===== config.mk =====
export PLATFORM = sky130hd
export DESIGN_NAME = muldiv_ctrl
export DESIGN_NICKNAME = d
export VERILOG_FILES = /design/src/rtl/muldiv_ctrl_pkg.sv /design/src/rtl/muldiv_ctrl_mul_iter.sv /design/src/rtl/muldiv_ctrl.sv
export SDC_FILE = /design/constraint.sdc
export NUM_CORES = 2
export LEC_CHECK = 0
export CAP_MARGIN = 0
export CORE_MARGIN = 4
export CORE_UTILIZATION = 48
export CTS_CLUSTER_SIZE = 40
export DETAILED_ROUTE_END_ITERATION = 16
export GPL_TIMING_DRIVEN = 0
export PLACE_DENSITY_LB_ADDON = 0.08
export SLEW_MARGIN = 30
export SYNTH_ARGS = -nofsm -noshare
export SYNTH_HDL_FRONTEND = slang
export SYNTH_HIERARCHICAL = 1
export SYNTH_SLANG_ARGS = --single-unit

===== constraint.sdc =====
create_clock -name clk -period 12.65 [get_ports clk]
set_input_delay 2.53 -clock clk [delete_from_list [all_inputs] [get_ports clk]]
set_output_delay 2.53 -clock clk [all_outputs]
set_load 0.03 [all_outputs]

===== src/rtl/muldiv_ctrl_pkg.sv =====
// Shared op codes, state encoding and signed-magnitude multiply helpers for muldiv_ctrl.
package muldiv_ctrl_pkg;

  localparam int MULDIV_OP_WD  = 2;
  localparam int MULDIV_RES_WD = 64;

  localparam logic [MULDIV_OP_WD-1:0] MULDIV_OP_MULT  = 2'b00;
  localparam logic [MULDIV_OP_WD-1:0] MULDIV_OP_MULTU = 2'b01;
  localparam logic [MULDIV_OP_WD-1:0] MULDIV_OP_DIV   = 2'b10;
  localparam logic [MULDIV_OP_WD-1:0] MULDIV_OP_DIVU  = 2'b11;

  typedef enum logic [1:0] {
    MULDIV_IDLE = 2'd0,
    MULDIV_MUL  = 2'd1,
    MULDIV_DIV  = 2'd2,
    MULDIV_DONE = 2'd3
  } muldiv_state_t;

  function automatic logic [31:0] magnitude(input logic [31:0] x, input logic sgn);
    return (sgn && x[31]) ? -x : x;
  endfunction

  // Multiply magnitudes, then restore the sign when the operand signs differ.
  function automatic logic [MULDIV_RES_WD-1:0] mul_result(input logic sgn,
                                                          input logic [31:0] a,
                                                          input logic [31:0] b);
    logic [MULDIV_RES_WD-1:0] p;
    p = 64'(magnitude(a, sgn)) * 64'(magnitude(b, sgn));
    return (sgn && (a[31] ^ b[31])) ? -p : p;
  endfunction

endpackage


===== src/rtl/muldiv_ctrl_mul_iter.sv =====
// Radix-2 shift-add multiplier, MUL_CYCLES iterations after start; done flags the last iteration.
// Only instantiated when MULDIV_MUL_ITER_EN is defined.
module muldiv_ctrl_mul_iter
  import muldiv_ctrl_pkg::*;
#(
  parameter int MUL_CYCLES = 32
) (
  input  logic                     clk,
  input  logic                     rst,
  input  logic                     start,
  input  logic                     signed_op,
  input  logic [31:0]              opa,
  input  logic [31:0]              opb,
  output logic [MULDIV_RES_WD-1:0] product,
  output logic                     done
);

  logic [MULDIV_RES_WD-1:0] acc_reg;
  logic [MULDIV_RES_WD-1:0] mcand_reg;
  logic [MULDIV_RES_WD-1:0] acc_next;
  logic [31:0]              mplier_reg;
  logic [5:0]               cnt_reg;
  logic                     neg_reg;

  assign acc_next = acc_reg + (mplier_reg[0] ? mcand_reg : 64'd0);

  always_ff @(posedge clk) begin
    if (rst) begin
      acc_reg    <= '0;
      mcand_reg  <= '0;
      mplier_reg <= '0;
      cnt_reg    <= '0;
      neg_reg    <= 1'b0;
    end else if (start) begin
      acc_reg    <= '0;
      mcand_reg  <= {32'd0, magnitude(opa, signed_op)};
      mplier_reg <= magnitude(opb, signed_op);
      cnt_reg    <= 6'(MUL_CYCLES);
      neg_reg    <= signed_op && (opa[31] ^ opb[31]);
    end else if (cnt_reg != 6'd0) begin
      acc_reg    <= acc_next;
      mcand_reg  <= mcand_reg << 1;
      mplier_reg <= mplier_reg >> 1;
      cnt_reg    <= cnt_reg - 6'd1;
    end
  end

  // The final partial product is folded in combinationally so the caller can register it on done.
  assign done    = (cnt_reg == 6'd1);
  assign product = neg_reg ? -acc_next : acc_next;

endmodule


===== src/rtl/muldiv_ctrl.sv =====
// EX-stage multiply/divide sequencer: accepts one request, drives the shared divider, stalls EX until done.
// Build option MULDIV_MUL_ITER_EN selects the iterative multiplier instead of the single-cycle product.
module muldiv_ctrl
  import muldiv_ctrl_pkg::*;
#(
  parameter int MUL_CYCLES = 32
) (
  input  logic                     clk,
  input  logic                     rst,
  input  logic                     flush_i,
  input  logic                     req_valid_i,
  input  logic [MULDIV_OP_WD-1:0]  req_op_i,
  input  logic [31:0]              src1_i,
  input  logic [31:0]              src2_i,
  output logic                     stallreq_o,
  output logic                     res_valid_o,
  output logic [31:0]              res_hi_o,
  output logic [31:0]              res_lo_o,
  output logic                     div_start_o,
  output logic                     div_signed_o,
  output logic [31:0]              div_opdata1_o,
  output logic [31:0]              div_opdata2_o,
  output logic                     div_annul_o,
  input  logic [MULDIV_RES_WD-1:0] div_result_i,
  input  logic                     div_ready_i
);

  muldiv_state_t            state_reg;
  logic                     op_signed_reg;
  logic [31:0]              src1_reg;
  logic [31:0]              src2_reg;
  logic [31:0]              hi_reg;
  logic [31:0]              lo_reg;
  logic                     accept;
  logic                     req_is_mul;
  logic                     req_signed;
  logic                     mul_done;
  logic [MULDIV_RES_WD-1:0] mul_product;

  if (MUL_CYCLES < 1 || MUL_CYCLES > 63) begin : g_bad_mul_cycles
    $error("muldiv_ctrl: MUL_CYCLES must fit the 6-bit iteration counter");
  end

  assign req_is_mul = (req_op_i == MULDIV_OP_MULT) || (req_op_i == MULDIV_OP_MULTU);
  assign req_signed = (req_op_i == MULDIV_OP_MULT) || (req_op_i == MULDIV_OP_DIV);
  assign accept     = (state_reg == MULDIV_IDLE) && req_valid_i && !flush_i && !rst;

`ifdef MULDIV_MUL_ITER_EN
  muldiv_ctrl_mul_iter #(.MUL_CYCLES(MUL_CYCLES)) u_mul_iter (
    .clk       (clk),
    .rst       (rst),
    .start     (accept && req_is_mul),
    .signed_op (req_signed),
    .opa       (src1_i),
    .opb       (src2_i),
    .product   (mul_product),
    .done      (mul_done)
  );
`else
  assign mul_product = mul_result(op_signed_reg, src1_reg, src2_reg);
  assign mul_done    = 1'b1;
`endif

  always_ff @(posedge clk) begin
    if (rst) begin
      state_reg     <= MULDIV_IDLE;
      op_signed_reg <= 1'b0;
      src1_reg      <= '0;
      src2_reg      <= '0;
      hi_reg        <= '0;
      lo_reg        <= '0;
    end else begin
      case (state_reg)
        MULDIV_IDLE: begin
          if (req_valid_i && !flush_i) begin
            op_signed_reg <= req_signed;
            src1_reg      <= src1_i;
            src2_reg      <= src2_i;
            if (req_is_mul) begin
              state_reg <= MULDIV_MUL;
            end else if (src2_i != 32'd0) begin
              state_reg <= MULDIV_DIV;
            end else begin
              // Divide by zero never reaches the divider and yields zeros.
              hi_reg    <= '0;
              lo_reg    <= '0;
              state_reg <= MULDIV_DONE;
            end
          end
        end
        MULDIV_MUL: begin
          if (flush_i) begin
            state_reg <= MULDIV_IDLE;
          end else if (mul_done) begin
            {hi_reg, lo_reg} <= mul_product;
            state_reg        <= MULDIV_DONE;
          end
        end
        MULDIV_DIV: begin
          if (flush_i) begin
            state_reg <= MULDIV_IDLE;
          end else if (div_ready_i) begin
            {hi_reg, lo_reg} <= div_result_i;
            state_reg        <= MULDIV_DONE;
          end
        end
        default: state_reg <= MULDIV_IDLE;
      endcase
    end
  end

  // Flush suppresses the stall, start and strobe in the same cycle it arrives.
  assign stallreq_o    = accept || (((state_reg == MULDIV_MUL) || (state_reg == MULDIV_DIV)) && !flush_i);
  assign res_valid_o   = (state_reg == MULDIV_DONE) && !flush_i;
  assign div_start_o   = (state_reg == MULDIV_DIV) && !flush_i;
  assign div_annul_o   = (state_reg == MULDIV_DIV) && flush_i;
  assign div_signed_o  = (state_reg == MULDIV_DIV) && op_signed_reg;
  assign div_opdata1_o = src1_reg;
  assign div_opdata2_o = src2_reg;
  assign res_hi_o      = hi_reg;
  assign res_lo_o      = lo_reg;

endmodule


Yosys cells after proc, flatten, opt, wreduce, memory -nomap -nowiden --
Cells that the tools add are included.
Storage, ports and cells: bits in registers 131, bits in latches 0, memory bits (writable) 0, bits in read-only memories 0, output and inout bits 133, memories kept 0
Cells by class: $add $sub $neg 3, multipliers 1, divide/modulo/power cells 0, order comparisons 0, equality and inequality tests 12, shift operators 0, muxes and demuxes 21, bitwise operators 1, reduce and logical (&&, ||, !) cells 25
Operator list (number):
- $mux 32 | 11
- $pmux 32 s3 | 2
- $mul 32x32->64 | 1
- $mux 64 | 1
- $neg 32->32 | 2
- $neg 64->64 | 1
- $reduce_bool 32->1 | 1
- $logic_and 1x1->1 | 12
- $mux 2 | 5
- $ne 2x2->1 const B | 5
- $reduce_and 7->1 | 1
- $eq 2x2->1 const B | 3
- $pmux 2 s3 | 1
- $eq 2x1->1 const B | 2
- $logic_not 2->1 | 2
- $logic_or 1x1->1 | 4
- $reduce_and 2->1 | 2
- $ne 3x3->1 const B | 1
- $reduce_bool 3->1 | 1
- $logic_not 1->1 | 2
- $ne 2x1->1 const B | 1
- $mux 1 | 1
- $xor 1x1->1 | 1

Depth between registers and ports, before layout --
depth in word-level cells 7, gate-level depth with buffers 42, gate-level depth less buffers 37

Worst setup path before layout --
No wires, ideal clock.
kind register to register, start point register src2_reg[0] (netlist: div_opdata2_o[0]), end point register hi_reg[15] (netlist: res_hi_o[15]), data arrival time 10814 ps, setup slack 1705 ps, cell stages (with the launch flop) 38, path buffers 4, clock period less this slack 10945 ps, cell sequence dfxtp_1 -> clkbuf_1 -> or4_1 -> nor4_1 -> and2_1 -> nand2_1 -> or4_1 -> or3_1 -> nor3_1 -> nor2_1 -> xnor2_1 -> buf_2 -> nor2_1 -> fa_1 -> fa_1 -> fa_1 -> fa_1 -> fa_1 -> (+2 left out) -> inv_1 -> fa_1 -> inv_1 -> ha_1 -> clkbuf_1 -> nand4_1 -> nor3_1 -> inv_1 -> a311oi_1 -> nor2_1 -> xnor2_1 -> or3_1 -> or4b_1 -> buf_2 -> o41ai_2 -> xnor2_1 -> a221oi_2 -> nor3_1
Between the ends: word-level cells in the longest chain between the ends 7
RTL lines:
- from (decl) | line muldiv_ctrl.sv:31 | logic [31:0] src2_reg;
- from (signal assigned) | line muldiv_ctrl.sv:78 | src2_reg <= src2_i;
- $neg 32->32 | line muldiv_ctrl_pkg.sv:20 | return (sgn && x[31]) ? -x : x;
- $mux 32 (*) | line muldiv_ctrl_pkg.sv:20
- $mul 32x32->64 (*) | line muldiv_ctrl_pkg.sv:28 | p = 64'(magnitude(a, sgn)) * 64'(magnitude(b, sgn));
- $neg 64->64 | line muldiv_ctrl_pkg.sv:29 | return (sgn && (a[31] ^ b[31])) ? -p : p;
- $mux 64 (*) | line muldiv_ctrl_pkg.sv:29
- $mux 32 (*) | line muldiv_ctrl.sv:92 | if (flush_i) begin
- $pmux 32 s3 (*) | line muldiv_ctrl.sv:73 | case (state_reg)
- to (signal assigned) | line muldiv_ctrl.sv:95 | {hi_reg, lo_reg} <= mul_product;
- to (signal assigned) | line muldiv_ctrl.sv:103 | {hi_reg, lo_reg} <= div_result_i;
- to (decl) | line muldiv_ctrl.sv:32 | logic [31:0] hi_reg;
Mark *: on every way between the ends. The rest lies on a longest branch, timed or not. The select of a mux whose other input is x is not followed. A chain may end at the register's enable or synchronous reset.

Final worst setup path --
start point register src2_reg[0] (netlist: div_opdata2_o[0]), end point register hi_reg[22] (netlist: res_hi_o[22])
Same word-level chain as after synthesis.

==> impl_metrics.tcl <==
set metrics [dict create \
    status "finished, final reports clean" \
    cts_root_buf "clkbuf_16" \
    grt_max_degree 17 \
    cts_buffer_depth 2 \
    setup_viol 0 \
    final_util_pct 55.23 \
    fin_skew_ps 10.55 \
    powerDensity_nw_per_um2 79.43 \
    fin_nets 6559 \
    clkSlewWorstSetupHoldPaths_ps 70 \
    final_cell_mix "896 x fa_1, 891 x inv_1, 735 x nand2_1" \
    arrival_ps 12620 \
    leakage_uw 0.02154 \
    tightest_slew_ps 1135 \
    hpwl_mm 146.4 \
    critPathRequiredTime_ps 12970 \
    slowest_stage "fa_1" \
    n_fill_cell 8206 \
    syn_area_per_cell_sq_um 8.306 \
    die_h_um 300.6 \
    clock_latency_ps 460 \
    ctsHoldBuffers 0 \
    crit_type "flop to flop" \
    antenna_found_initial 2 \
    cap_violations 0 \
    relSlewSlack_pct 24.31 \
    synthFlopType "dfxtp_1" \
    syn_nets 6250 \
    dieArea_sq_um 90370 \
    htree_num_levels 4 \
    max_freq_mhz 81.29 \
    vdd_ir_drop_max_mv 0.09849 \
    vias_per_cell 5.724 \
    grt_overflow_total 0 \
    place_ws_ps -2019 \
    place_congestion 1.020 \
    routedWlPerCell_um 26.29 \
    finalHoldViolCount 0 \
    vias 36720 \
    maxSlewViolCount 0 \
    rows 107 \
    synth_edf_count 0 \
    grt_pass1_wl_mm 249.7 \
    syn_area_sq_um 41100 \
    synth_cell_types 94 \
    wirelength_mm 168.7 \
    cp_slowest_stage_delay_ps 660 \
    postSynthCellCount 4948 \
    tritoncts.num_buffers 17 \
    cp-start-kind "flop" \
    fin_ws_ps 348.1 \
    crit_path_frequent_cell "fa_1" \
    path_max_fanout 10 \
    cts_tree "done" \
    fin_crit_sh_pct 97.25 \
    cts.sinks 131 \
    mostFrequentLayoutCell "fa_1" \
    endpoint_kind "flop" \
    async_reset_ff_share_pct 0 \
    yosys_warnings 6 \
    ios 268 \
    syn2layout_area_growth_pct 14.23 \
    synth_seq_cells 131 \
    tns_ps 0 \
    fin_crit_ps 12300 \
    seq_area_frac_synth_pct 6.381 \
    first_pass_iters 6 \
    crit_family "adder cells" \
    grt.total_usage_pct 37.97 \
    drt_iter0_drc 3556 \
    rsz0062_at_grt "no" \
    ant_nets 0 \
    drc 0 \
    drive_above_1_share_pct 4.801 \
    crit_buf_inv 8 \
    core_area_sq_um 85010 \
    hp-class "flop to flop" \
    start_util_pct 48.34 \
    io_buffers 266 \
    first_global_vias 37220 \
    fp.dieW_um 300.6 \
]
[synth_stat cells, drive strengths merged, types with 9 or more instances]
| library cell | n | area (sq um) |
|---|---|---|
| dfxtp | 131 | 2623 |
| nand3 | 34 | 170.2 |
| nor4 | 25 | 207.7 |
| fa | 896 | 17940 |
| a21o | 21 | 157.7 |
| nand4 | 36 | 240.2 |
| a22oi | 41 | 307.8 |
| xor2 | 76 | 673.2 |
| o21bai | 11 | 82.58 |
| inv | 893 | 3352 |
| nor3 | 48 | 240.2 |
| a221oi | 11 | 102.6 |
| o21ai | 107 | 550.5 |
| nand2 | 736 | 2763 |
| ha | 271 | 3391 |
| clkbuf | 259 | 974.7 |
| o211ai | 10 | 85.08 |
| and3 | 18 | 112.6 |
| or2 | 9 | 56.30 |
| nor2 | 686 | 2575 |
| nor2b | 10 | 70.06 |
| a22o | 19 | 166.4 |
| or4 | 9 | 71.32 |
| o31ai | 28 | 215.2 |
| nand2b | 11 | 68.82 |
| o21a | 11 | 82.58 |
| or3 | 12 | 75.07 |
| a21oi | 192 | 960.9 |
| xnor2 | 139 | 1217 |
| a31oi | 36 | 225.2 |
| and2 | 37 | 231.5 |
[power by group]
part	total, uW	switching [uW]	internal [uW]
combinational	2690	1860	830
clock	534	214	319
sequential	510	59.9	450
total	3730	2130	1600
[repair_timing]
action,CTS,global route
pin swaps,4,7
resized for setup,65,84
buffers inserted,3,13
setup endpoints to repair,39,32
[final cells by class]
type,instances,area (sq um),share of cell area (%)
timing repair buffer,299,2948,6.279
clock buffer,20,446.7,0.9514
clock inverter,12,170.2,0.3624
multi-input combinational,3657,34870,74.27
sequential,131,2623,5.586
inverter,893,3356,7.148
tap,1144,1431,3.049
buffer,258,1101,2.345
antenna,1,2.502,0.005330
[metrics by stage]
step                cells  hold slack, ps  cell area (sq um)  total power [uW]
global placement     6358           442.0              45190              3024
floorplan            4948           536.1              41100              2005
global route         6414           477.6              46950              3913
finish               6415           461.6              46950              3729
detailed placement   6375           443.8              45770              3043
CTS                  6406           457.9              46640              3638
[cells by family (layout without fill, tap and decap cells)]
family | Yosys count | count (layout) | synth area share [%]
AO/OA/AOI/OAI | 563 | 563 | 8.841
adder cells (fa/ha/maj) | 1167 | 1167 | 51.89
flip-flops | 131 | 131 | 6.381
multiplexers | 8 | 8 | 0.2009
XOR/XNOR | 215 | 215 | 4.600
other | 0 | 1 | 0
AND/OR/NAND/NOR | 1704 | 1704 | 17.44
buffers and inverters | 1160 | 1482 | 10.64
[final timing paths]
check / depth (start not counted) / slack (ps) / startpoint / to
worst max-delay path: 38 / 350 / div_opdata2_o[0] / res_hi_o[22]
worst min-delay path: 2 / 460 / res_lo_o[3] / res_lo_o[3]
worst min register to register: 2 / 460 / res_lo_o[3] / res_lo_o[3]
worst max register to register: 38 / 350 / div_opdata2_o[0] / res_hi_o[22]
[layer usage]
| layer | vias up | GRT usage [%] | routed length [um] |
|---|---|---|---|
| met2 | 2053 | 58.42 | 73990 |
| met1 | 18520 | 50.20 | 65910 |
| met4 | 4 | 15.58 | 8766 |
| met5 | - | 0 | 27 |
| li1 | 15780 | - | - |
| met3 | 364 | 11.64 | 19970 |
[worst reg2reg max path: cells and delay by family (launching register included)]
family          cells  cell delay, ps
simple gates       14            4280
compound gates      3             740
flops               1             320
buf+inv             8            1390
fa+ha+maj          10            4550
xor+xnor            3             890
Note: power is estimated with default switching activity, not from simulation.
